File: src/rtl/polygon_vertex_loader.sv
// Collects one polygon's vertices into a shadow buffer and swaps it into the
// active output buffer at the first frame-start pulse after the polygon closes.
module polygon_vertex_loader #(
   parameter int MAX_NUM_VERTICES = 4,
   parameter int PIXEL_SCALE      = 1
) (
   input  logic                                  clk_in,
   input  logic                                  rst_in,
   input  logic                                  new_frame_in,
   input  logic signed [31:0]                    camera_x_in,
   input  logic signed [31:0]                    camera_y_in,
   input  logic                                  vtx_valid_in,
   output logic                                  vtx_ready_out,
   input  logic signed [31:0]                    vtx_x_in,
   input  logic signed [31:0]                    vtx_y_in,
   input  logic                                  vtx_last_in,
   output logic [MAX_NUM_VERTICES-1:0][31:0]     xs_out,
   output logic [MAX_NUM_VERTICES-1:0][31:0]     ys_out,
   output logic [$clog2(MAX_NUM_VERTICES):0]     num_points_out,
   output logic                                  poly_valid_out,
   output logic                                  overflow_out,
   output logic                                  degenerate_out
);

   localparam int CW = $clog2(MAX_NUM_VERTICES) + 1;
   localparam logic [CW-1:0] MAX_CNT = CW'(MAX_NUM_VERTICES);
   localparam logic [CW-1:0] MIN_CNT = CW'(3);

   typedef enum logic [1:0] {
      ST_COLLECT = 2'd0,
      ST_DRAIN   = 2'd1,
      ST_PENDING = 2'd2
   } state_t;

   state_t                               state_r;
   state_t                               state_nxt_s;
   logic                                 ready_nxt_s;
   logic                                 accept_s;
   logic                                 collect_acc_s;
   logic                                 swap_s;
   logic [CW-1:0]                        count_r;
   logic [CW-1:0]                        cnt_inc_s;
   logic [31:0]                          cam_x_r;
   logic [31:0]                          cam_y_r;
   logic [31:0]                          cam_sel_x_s;
   logic [31:0]                          cam_sel_y_s;
   logic [31:0]                          px_s;
   logic [31:0]                          py_s;
   logic [MAX_NUM_VERTICES-1:0][31:0]    shadow_x_r;
   logic [MAX_NUM_VERTICES-1:0][31:0]    shadow_y_r;

   // World-to-screen transform: wrap-around subtract then scale, low 32 bits kept.
   function automatic logic [31:0] to_screen(input logic [31:0] v, input logic [31:0] c);
      logic [31:0] d;
      d = v - c;
      return d * 32'(PIXEL_SCALE);
   endfunction

   assign accept_s  = vtx_valid_in & vtx_ready_out;
   assign cnt_inc_s = count_r + CW'(1);

   // State and registered ready
   always_ff @(posedge clk_in or negedge rst_in) begin
      if (!rst_in) begin
         state_r       <= ST_COLLECT;
         vtx_ready_out <= 1'b0;
      end else begin
         state_r       <= state_nxt_s;
         vtx_ready_out <= ready_nxt_s;
      end
   end

   // Next-state decision
   always_comb begin
      state_nxt_s = state_r;
      case (state_r)
         ST_COLLECT: begin
            if (accept_s) begin
               if (vtx_last_in) begin
                  if (cnt_inc_s >= MIN_CNT) begin
                     state_nxt_s = ST_PENDING;
                  end else begin
                     state_nxt_s = ST_COLLECT;
                  end
               end else if (cnt_inc_s == MAX_CNT) begin
                  state_nxt_s = ST_DRAIN;
               end else begin
                  state_nxt_s = ST_COLLECT;
               end
            end else begin
               state_nxt_s = ST_COLLECT;
            end
         end
         ST_DRAIN: begin
            if (accept_s && vtx_last_in) begin
               state_nxt_s = ST_PENDING;
            end else begin
               state_nxt_s = ST_DRAIN;
            end
         end
         ST_PENDING: begin
            if (new_frame_in) begin
               state_nxt_s = ST_COLLECT;
            end else begin
               state_nxt_s = ST_PENDING;
            end
         end
         default: state_nxt_s = ST_COLLECT;
      endcase
   end

   // Control outputs derived from the current and next state
   always_comb begin
      ready_nxt_s   = 1'b0;
      collect_acc_s = 1'b0;
      swap_s        = 1'b0;
      if (state_nxt_s != ST_PENDING) begin
         ready_nxt_s = 1'b1;
      end else begin
         ready_nxt_s = 1'b0;
      end
      if (state_r == ST_COLLECT) begin
         collect_acc_s = accept_s;
      end else begin
         collect_acc_s = 1'b0;
      end
      if (state_r == ST_PENDING) begin
         swap_s = new_frame_in;
      end else begin
         swap_s = 1'b0;
      end
   end

   // The first vertex of a polygon uses the camera it is latching.
   always_comb begin
      cam_sel_x_s = cam_x_r;
      cam_sel_y_s = cam_y_r;
      if (count_r == CW'(0)) begin
         cam_sel_x_s = camera_x_in;
         cam_sel_y_s = camera_y_in;
      end else begin
         cam_sel_x_s = cam_x_r;
         cam_sel_y_s = cam_y_r;
      end
      px_s = to_screen(vtx_x_in, cam_sel_x_s);
      py_s = to_screen(vtx_y_in, cam_sel_y_s);
   end

   // Shadow fill, camera latch, sticky flags and the shadow-to-active swap
   always_ff @(posedge clk_in or negedge rst_in) begin
      if (!rst_in) begin
         count_r        <= '0;
         cam_x_r        <= 32'd0;
         cam_y_r        <= 32'd0;
         shadow_x_r     <= '0;
         shadow_y_r     <= '0;
         xs_out         <= '0;
         ys_out         <= '0;
         num_points_out <= '0;
         poly_valid_out <= 1'b0;
         overflow_out   <= 1'b0;
         degenerate_out <= 1'b0;
      end else if (swap_s) begin
         // Slots beyond the polygon may hold stale vertices; zero them.
         for (int i = 0; i < MAX_NUM_VERTICES; i++) begin
            if (CW'(i) < count_r) begin
               xs_out[i] <= shadow_x_r[i];
               ys_out[i] <= shadow_y_r[i];
            end else begin
               xs_out[i] <= 32'd0;
               ys_out[i] <= 32'd0;
            end
         end
         num_points_out <= count_r;
         poly_valid_out <= 1'b1;
         count_r        <= '0;
      end else if (collect_acc_s) begin
         if (count_r == CW'(0)) begin
            cam_x_r <= camera_x_in;
            cam_y_r <= camera_y_in;
         end
         for (int i = 0; i < MAX_NUM_VERTICES; i++) begin
            if (count_r == CW'(i)) begin
               shadow_x_r[i] <= px_s;
               shadow_y_r[i] <= py_s;
            end
         end
         if (vtx_last_in && (cnt_inc_s < MIN_CNT)) begin
            count_r        <= '0;
            degenerate_out <= 1'b1;
         end else begin
            count_r <= cnt_inc_s;
            if (!vtx_last_in && (cnt_inc_s == MAX_CNT)) begin
               overflow_out <= 1'b1;
            end
         end
      end
   end

endmodule
File: config.mk
export PLATFORM = sky130hd
export DESIGN_NAME = polygon_vertex_loader
export DESIGN_NICKNAME = d
export VERILOG_FILES = /design/src/rtl/polygon_vertex_loader.sv
export SDC_FILE = /design/constraint.sdc
export NUM_CORES = 1
export LEC_CHECK = 0
export BUFFER_PORTS_ARGS = -buffer_cell sky130_fd_sc_hd__buf_2
export CORE_ASPECT_RATIO = 1.1
export CORE_UTILIZATION = 61
export DETAILED_ROUTE_END_ITERATION = 6
export PLACE_DENSITY = 0.85
export SYNTH_ARGS = -nofsm -noshare
export SYNTH_HDL_FRONTEND = slang
export SYNTH_SLANG_ARGS = --single-unit
File: constraint.sdc
create_clock -name clk_in -period 9.11 [get_ports clk_in]
set_clock_uncertainty 0.2 [all_clocks]
set_input_delay 2.733 -clock clk_in [delete_from_list [all_inputs] [get_ports clk_in]]
set_output_delay 2.733 -clock clk_in [all_outputs]
set_load 0.02 [all_outputs]
### Yosys cells after proc, flatten, opt, wreduce, memory -nomap -nowiden

Index checks and enable logic that the tools add are counted.

| word-level totals | value |
|---|---|
| register bits after elaboration | 588 |
| output and inout bits | 263 |
| logic and storage cells | 81 |

| operators by class | value |
|---|---|
| add/sub/neg operators | 3 |
| magnitude comparators | 6 |
| equal/unequal tests | 7 |
| mux-type cells | 23 |
| bitwise logic cells | 3 |
| reduce and logical (&&, ||, !) cells | 14 |

Operators by type and width:

| cell | number |
|---|---|
| $mux 32 | 10 |
| $sub 32x32->32 | 2 |
| $reduce_and 3->1 | 5 |
| $mux 2 | 5 |
| $mux 3 | 3 |
| $eq 3x2->1 const B | 2 |
| $lt 1x3->1 const A | 2 |
| $lt 2x3->1 const A | 2 |
| $pmux 2 s3 | 1 |
| $mux 1 | 4 |
| $reduce_and 4->1 | 1 |
| $add 3x1->3 const B | 1 |
| $eq 3x1->1 const B | 1 |
| $eq 3x3->1 const B | 1 |
| $ge 3x2->1 const B | 1 |
| $logic_and 1x1->1 | 3 |
| $logic_not 3->1 | 1 |
| $lt 3x2->1 const B | 1 |
| $eq 2x1->1 const B | 1 |
| $eq 2x2->1 const B | 1 |
| $logic_not 2->1 | 1 |
| $ne 2x2->1 const B | 1 |
| $not 1->1 | 2 |
| $reduce_and 2->1 | 1 |
| other kinds (3) | 3 |

### Longest topological paths before layout

Gate-level depths: netlist of run 1.

| logic depth | value |
|---|---|
| word-level depth | 8 |
| gate-level depth with buffers | 22 |

### Worst setup path after synthesis of run 1

Ideal clock, no wire load.

| timing path | value |
|---|---|
| path type | input port to flip-flop |
| start point | input port camera_x_in[0] |
| end point | register shadow_x_r[56] in the netlist's numbering |
| library setup time | 125 ps |
| data arrival time | 5603 ps |
| required time | 8785 ps |
| setup slack | 3182 ps |
| stages | 14 |
| cell sequence | nand2_1 nand2_1 ha_1 fa_1 a311oi_1 a221o_1 a31oi_1 o21a_1 o2111a_1 o22a_1 maj3_2 a211o_1 o311a_1 mux2_2 |

| on the way | value |
|---|---|
| cells in the longest elaborated chain, start to end | 2 |

RTL lines:

| element | line | RTL |
|---|---|---|
| start: declaration | 10 | `input logic signed [31:0] camera_x_in,` |
| $mux 32 | n/a |  |
| net cam_sel_x_s[0] | 45 | `logic [31:0] cam_sel_x_s;` |
| $sub 32x32->32 | 55 | `d = v - c;` |
| end signal: indexed assignment | 184 | `shadow_x_r[i] <= px_s;` |
| end: declaration | 49 | `logic [MAX_NUM_VERTICES-1:0][31:0] shadow_x_r;` |

The timed path passes the listed nets, and every way through them passes these cells.
A chain may end at the register's enable or synchronous reset.

### Worst setup path after layout of run 1

| timing path | value |
|---|---|
| start point | register count_r[0] |
| end point | register shadow_y_r[126] in the netlist's numbering |

| on the way | value |
|---|---|
| cells in the longest elaborated chain, start to end | 3 |
| elaborated cells on any way between the ends | 5 |
| classes of those cells | add/sub: 1; eq/ne: 1; mux: 1; reduce/logical: 2 |

RTL lines:

| element | line | RTL |
|---|---|---|
| start: declaration | 41 | `logic [CW-1:0] count_r;` |
| start signal: assignment | 192 | `count_r <= cnt_inc_s;` |
| $logic_not 3->1 | 138 | `if (count_r == CW'(0)) begin` |
| $mux 32 | 138 |  |
| net cam_sel_y_s[1] | 46 | `logic [31:0] cam_sel_y_s;` |
| $sub 32x32->32 | 55 |  |
| end signal: indexed assignment | 185 | `shadow_y_r[i] <= py_s;` |
| end: declaration | 50 | `logic [MAX_NUM_VERTICES-1:0][31:0] shadow_y_r;` |

The timed path passes the listed nets, and every way through them passes these cells.

==> run_results.csv, run 1 <==
group,metric,value,unit
sta,hold_viol,0,
yosys,syn_area,0.0258,mm2
sta,setup_viol,0,
detailed_routing,drtIter0Drc,1615,
critical_path,ff2ff_path_depth,16,
sta,slew_violations,0,
detailed_routing,ant_nets,0,
die,rows,78,
cts,cts_hold_buf,0,
placement,place_congestion,0.933,
power,p_per_area,424,mW/mm2
critical_path,rr_endpoint,"shadow_y_r[126]$_DFFE_PN0P_",
yosys,synthFlopType,"dfrtp_1",
cts,cts_resized,0,
cts,postCtsSetupBuffers,0,
sta,timing.fmax,0.157,GHz
global_route,antenna_found_initial,3,
yosys,syn_area_per_cell,10.0,um2
global_route,grt_max_degree,165,
die,dieWidth,198,um
sta,worst_pin_slew,1.12,ns
power,irDropWorstVdd,0.271,mV
cts,cts.path.max_buffers,3,
critical_path,crit_type,"reg -> reg",
global_route,grt_first_pass_wirelength,115000,um
critical_path,cpPeakStageDelay,0.66,ns
layout,num-nets-final,3058,
yosys,syn_inst,2570,
sta,grt_setup_unrepaired,"no",
die,initial_core_util,62.2,%
global_route,grt_overflow,0,
sta,fin_ws,2.72,ns
placement,hpwl,51500,um
yosys,synth.distinct_cells,81,
yosys,yosysTopAreaCellShare,57.1,%
detailed_routing,via_per_inst,5.93,
cts,clock_latency,0.62,ns
hold_path,hold_end,"overflow_out$_DFFE_PN0P_",
global_route,grt_pass1_vias,20400,
yosys,synth_edf_count,0,
yosys,synth_top_area_cell,"dfrtp_1",
critical_path,start_kind,"flip-flop",
hold_path,hold_depth,1,
yosys,yosys-top-cells-area,"dfrtp_1, nand2_1, o21ai_0",
yosys,ys_seq_area_share,57.1,%
yosys,ys_ff_latch,588,
critical_path,critPathCaptureType,"flip-flop",
cts,clock-sinks,588,
detailed_routing,wl,73600,um
detailed_routing,wl_per_cell,21.0,um
placement,placed_cell_area,0.0281,mm2
power,swShare,44.9,%
yosys,synthTopCellsByCount,"nand2_1, dfrtp_1, o21ai_0",
yosys,yosysWarnings,0,
cts,cts.clk_slew.worst_paths,0.06,ns
critical_path,r2r-start,"count_r[0]$_DFFE_PN0P_",
power,power_leakage,0.0150,uW
die,die_area,0.0431,mm2
sta,period_needed,6.39,ns
critical_path,slowest_stage,"ha_1",
detailed_routing,firstDrtPassIters,5,
cts,numCtsBuffers,55,
detailed_routing,drcViolationCount,0,
power,power,12700,uW
placement,portBuffers,395,
power,p_comb_share,46.4,%
power,internal-power,7000,uW
critical_path,rrSetupSlack,2.72,ns
cts,cts.htree.levels,2,
critical_path,cp.required,9.36,ns
run_status,status,"finished clean",
cts,cts_tree,"built",
run,drv_cap,0,
hold_path,hold_path_startpoint,"overflow_out$_DFFE_PN0P_",
power,p_clk_share,18.4,%
die,placeableCoreArea,0.0415,mm2
critical_path,path_cells,"inv_1 > ha_1 > nor2b_4 > buf_4 > mux2i_1 > inv_1 > fa_1 > maj3_1 > o21ai_0 > nor3b_1 > o311a_1 > o211ai_1 > a31oi_2 > a21o_1 > mux2i_1 > o22ai_1",
cts,cts_root_buffer,"clkbuf_16",
power,p_sw,5710,uW
die,die_h,218,um
layout,nFillCells,3030,
critical_path,cp_data_arrival_time,6.64,ns
die,ios,396,
sta,period_share,70.1,%
critical_path,cp_max_fo,36,
sta,fin_tns_setup,0,ns
layout,fin_area,0.0300,mm2
detailed_routing,vias,20800,
yosys,synth_most_common_cell,"nand2_1",
yosys,synthArstFlopShare,100,%
power,p_seq_share,35.2,%
layout,area_delta_synth_final,16.3,%
global_route,grt_use_total,34.8,%
sta,relSlewSlack,25.3,%
layout,drive_gt1_share,20.1,%
hold_path,hp-class,"reg -> reg",
yosys,synth_nets,2733,
placement,place_ws,2.76,ns
## per-layer routing
layer	vias up	wire length, um	track usage [%]	part of all wire [%]
met5	-	10	0	0.014
met4	2	3620	16.0	4.9
met3	190	6260	7.86	8.5
met2	904	32800	51.7	45
met1	10200	30900	48.9	42
li1	9409	-	-	-
## placed cells by master, fill, tap and decap left out, drive strengths merged, types with 6 or more instances in the layout
master / n
o21ai: 313
nor2b: 9
a31oi: 21
nand2: 770
xor2: 31
nor4: 7
maj3: 33
or2: 9
a21o: 9
o31ai: 7
a22o: 131
ha: 28
clkinv: 9
and2: 12
o211ai: 9
nor2: 58
a21oi: 49
nand4: 8
a211oi: 6
nand2b: 6
a211o: 9
and3: 6
clkbuf: 82
o21bai: 10
inv: 33
mux2: 48
xnor2: 62
buf: 417
dfrtp: 588
nor3: 6
mux2i: 59
nand3: 18
## power groups by stage
stage          combinational [uW]  clock, uW  sequential (uW)
2_1_floorplan                3250          0             4810
3_3_place_gp                 5560          0             4410
3_5_place_dp                 5760          0             4470
4_1_cts                      5810       2370             4450
5_1_grt                      6370       2470             4570
6_report                     5900       2350             4470
## stage by stage
stage	utilization, %	cells	hold WS (ns)
after global placement	67.8	3398	0.245
after detailed placement	67.8	3398	0.252
after CTS	72.3	3495	0.271
after global routing	72.3	3495	0.290
final	72.3	3499	0.267
after floorplan	-	2570	0.242
## cells by family after synthesis
logic type	Yosys count	share of synthesized area (%)
AND/OR/NAND/NOR	929	14.6
AO/OA/AOI/OAI	608	15.1
flip-flops	588	57.1
buffers and inverters	182	2.78
multiplexers	107	4.46
XOR/XNOR	93	3.19
adder cells (fa/ha/maj)	63	2.83
## registers in the layout, indices dropped and copies added (netlist names)
signal          flops
xs_out            128
cam_y_r            32
vtx_ready_out       1
degenerate_out      1
state_r             2
shadow_x_r        128
num_points_out      3
cam_x_r            32
shadow_y_r        128
ys_out            128
overflow_out        1
count_r             3
poly_valid_out      1
## critical path: cells and delay by family (launching register included)
kind | cells | cell delay, ns
AO/OA/AOI/OAI | 6 | 1.45
flip-flops | 1 | 0.48
adder cells (fa/ha/maj) | 3 | 1.48
buffers and inverters | 3 | 0.95
AND/OR/NAND/NOR | 2 | 0.97
multiplexers | 2 | 0.69
## area by class of cell
cell class                      instances  area [um2]  share of cell area (%)
Sequential cell                       588       14700                    49.1
Multi-Input combinational cell       1800       10400                    34.8
Timing Repair Buffer                  417        2180                    7.26
Clock buffer                           82        1620                    5.39
Tap cell                              560         701                    2.34
Clock inverter                         15         225                   0.751
Inverter                               33         124                   0.413
Antenna cell                            4        10.0                  0.0334
## how the worst max path moves through the flow
stage	start	to	slack (ns)	cells after the start
after global routing	count_r[0]$_DFFE_PN0P_	shadow_y_r[88]$_DFFE_PN0P_	2.37	16
after detailed placement	camera_y_in[1]	shadow_y_r[126]$_DFFE_PN0P_	2.76	13
after floorplan	camera_x_in[0]	shadow_x_r[56]$_DFFE_PN0P_	3.18	14
after CTS	count_r[0]$_DFFE_PN0P_	shadow_y_r[126]$_DFFE_PN0P_	2.78	16
final	count_r[0]$_DFFE_PN0P_	shadow_y_r[126]$_DFFE_PN0P_	2.72	16
after global placement	camera_x_in[0]	shadow_x_r[56]$_DFFE_PN0P_	2.83	15
No activity file was read; power rests on OpenSTA's default activity.
==> inputs of run 2 (changes only) <==
- ABC_AREA: not set -> 1
- CORE_UTILIZATION: 61 -> 52
- PLACE_DENSITY: 0.85 -> 0.76
- clock period: 9.11 -> 5.7 ns (I/O delays scaled with it)
==> run_results.csv, run 2 <==
group,metric,value,unit
cts,cts_hold_buf,0,
layout,post_layout_nonfiller_instances,4766,
die,die_area,0.0561,mm2
sta,period_needed,4.16,ns
layout,area_delta_synth_final,16.5,%
layout,final_common_cell,"nand2_1",
detailed_routing,wl_per_cell,18.5,um
yosys,syn_area,0.0287,mm2
critical_path,critPathTopFamily,"buffers and inverters",
hold_path,hold_path_startpoint,"ys_out[41]$_DFFE_PN0P_",
yosys,synth_edf_count,0,
detailed_routing,drtIter0Drc,2724,
sta,slew_violations,0,
detailed_routing,firstDrtPassIters,5,
yosys,yosys-top-cells-area,"dfrtp_1, nand2_1, o21ai_0",
cts,numCtsBuffers,58,
critical_path,r2r-start,"count_r[0]$_DFFE_PN0P_",
critical_path,crit_start,"count_r[0]$_DFFE_PN0P_",
run_status,status,"finished clean",
sta,timing.fmax,0.240,GHz
critical_path,cp_data_arrival_time,4.44,ns
power,power_leakage,0.0182,uW
cts,cts.path.max_buffers,3,
layout,post-route-util,61.8,%
run,drv_cap,0,
sta,fin_tns_setup,0,ns
global_route,antenna_found_initial,3,
critical_path,slowest_stage,"buf_4",
critical_path,critPathCaptureType,"flip-flop",
detailed_routing,ant_nets,0,
die,dieWidth,226,um
die,die_h,248,um
power,p_per_area,655,mW/mm2
detailed_routing,drcViolationCount,0,
die,placeableCoreArea,0.0540,mm2
layout,nFillCells,4816,
sta,setup_viol,0,
cts,postCtsSetupBuffers,0,
sta,grt_setup_unrepaired,"no",
sta,whs,0.275,ns
yosys,synth_most_common_cell,"nand2_1",
cts,cts.htree.levels,2,
cts,clock_latency,0.64,ns
critical_path,start_kind,"flip-flop",
die,rows,89,
sta,period_share,73.1,%
layout,drive_gt1_share,17.6,%
critical_path,cpPeakStageDelay,0.52,ns
global_route,grt_first_pass_wirelength,136000,um
sta,relSlewSlack,29.1,%
layout,diodes,0,
die,initial_core_util,53.1,%
global_route,grt_pass1_vias,23800,
critical_path,crit_type,"reg -> reg",
critical_path,path_buf_inv,5,
critical_path,crit_path_frequent_cell,"nand2_1",
layout,layout_common_cells,"nand2_1, dfrtp_1, o21ai_0",
global_route,grt_max_degree,240,
hold_path,hp-class,"reg -> reg",
sta,worst_pin_slew,1.06,ns
detailed_routing,wl,88000,um
yosys,synthFlopType,"dfrtp_1",
detailed_routing,vias,25500,
yosys,synth.distinct_cells,51,
cts,clock-sinks,588,
yosys,syn_inst,3660,
cts,cts_tree,"built",
placement,dp.cells,4656,
cts,cts.clk_slew.worst_paths,0.07,ns
cts,cts_resized,0,
yosys,yosysTopAreaCellShare,51.3,%
yosys,synth_top_area_cell,"dfrtp_1",
critical_path,path_cells,"inv_1 > ha_2 > buf_4 > inv_1 > nor2_2 > buf_4 > or2_2 > o21ai_0 > ha_1 > inv_1 > o21bai_1 > nand2_1 > nand2_1 > nand2_1 > nand2_1 > and2_1 > xor2_1 > o21ai_0",
global_route,grt_overflow,0,
layout,num-nets-final,4151,
placement,place_congestion,0.939,
detailed_routing,via_per_inst,5.34,
yosys,synthArstFlopShare,100,%
global_route,grt_use_total,31.7,%
power,irDropWorstVdd,0.369,mV
critical_path,cp.required,5.98,ns
die,ios,396,
yosys,yosysWarnings,0,
yosys,synthTopCellsByCount,"nand2_1, dfrtp_1, o21ai_0",
yosys,synth_nets,3823,
yosys,ys_seq_area_share,51.3,%
sta,hold_viol,0,
placement,hpwl,64800,um
critical_path,cp_max_fo,48,
cts,cts_root_buffer,"clkbuf_16",
yosys,ys_ff_latch,588,
placement,portBuffers,395,
yosys,syn_area_per_cell,7.84,um2
[run 2: cell types whose count changed in the layout (fill, tap and decap cells not counted), sizes merged, moves of 13 or more]
cell | previous run | this run
a22o | 131 | 0
a31oi | 21 | 8
inv | 33 | 374
maj3 | 33 | 0
mux2 | 48 | 0
mux2i | 59 | 20
nand2 | 770 | 1470
nand3 | 18 | 329
nor2 | 58 | 117
o21ai | 313 | 430
xnor2 | 62 | 10
xor2 | 31 | 13
[run 2: kinds of logic (layout without fill, tap and decap cells)]
group                    after synthesis  after routing  synth area share, %
AO/OA/AOI/OAI                        512            512                 9.34
XOR/XNOR                              23             23                0.886
adder cells (fa/ha/maj)               30             30                 1.36
buffers and inverters                535            913                 7.50
flip-flops                           588            588                 51.3
multiplexers                          20             20                0.698
AND/OR/NAND/NOR                     1952           1952                 28.9
[run 2: layer usage]
metal	share of wire [%]	vias up	track usage (%)
met5	0.015	-	0
met4	2.9	2	9.66
met3	8.6	128	5.52
met2	43	1018	45.7
met1	46	12100	48.6
li1	-	12200	-
[run 2: cell type report]
| class | count | area [um2] | area share (%) |
|---|---|---|---|
| flip-flops and latches | 588 | 14700 | 44.1 |
| multi-input cells | 2537 | 11900 | 35.5 |
| repair buffers | 429 | 2370 | 7.09 |
| clock buffers | 74 | 1660 | 4.98 |
| inverters | 374 | 1410 | 4.21 |
| well taps | 728 | 911 | 2.73 |
| clock inverters | 36 | 483 | 1.45 |
[run 2: report_power, final]
part	total (uW)	internal, uW	switching, uW
Sequential	7120	5990	1130
Combinational	10600	3040	7520
Clock	4210	2480	1730
Total	21900	11500	10400
[run 2: final timing paths]
check | endpoint | slack, ns | cells after the start
max | shadow_x_r[103]$_DFFE_PN0P_ | 1.54 | 18
min | ys_out[41]$_DFFE_PN0P_ | 0.28 | 2
max reg2reg | shadow_x_r[103]$_DFFE_PN0P_ | 1.54 | 18
min reg2reg | ys_out[41]$_DFFE_PN0P_ | 0.28 | 2
max in group asynchronous | shadow_x_r[17]$_DFFE_PN0P_ | 3.28 | 2
min in group asynchronous | cam_y_r[26]$_DFFE_PN0P_ | 0.96 | 1
[run 2: per-stage QoR]
stage,area [um2],power (uW),setup slack [ns]
after floorplan,28700,13900,2.11
final,33400,21900,1.54
after global routing,33400,23400,1.20
after CTS,33400,21800,1.55
after detailed placement,31300,17500,1.30
after global placement,31300,17400,1.38
[run 2: tightest hold or removal path: cells and delay by family (launching register included)]
family | cells | cell delay [ns]
AND/OR/NAND/NOR | 1 | 0.05
flip-flops | 1 | 0.33
AO/OA/AOI/OAI | 1 | 0.05
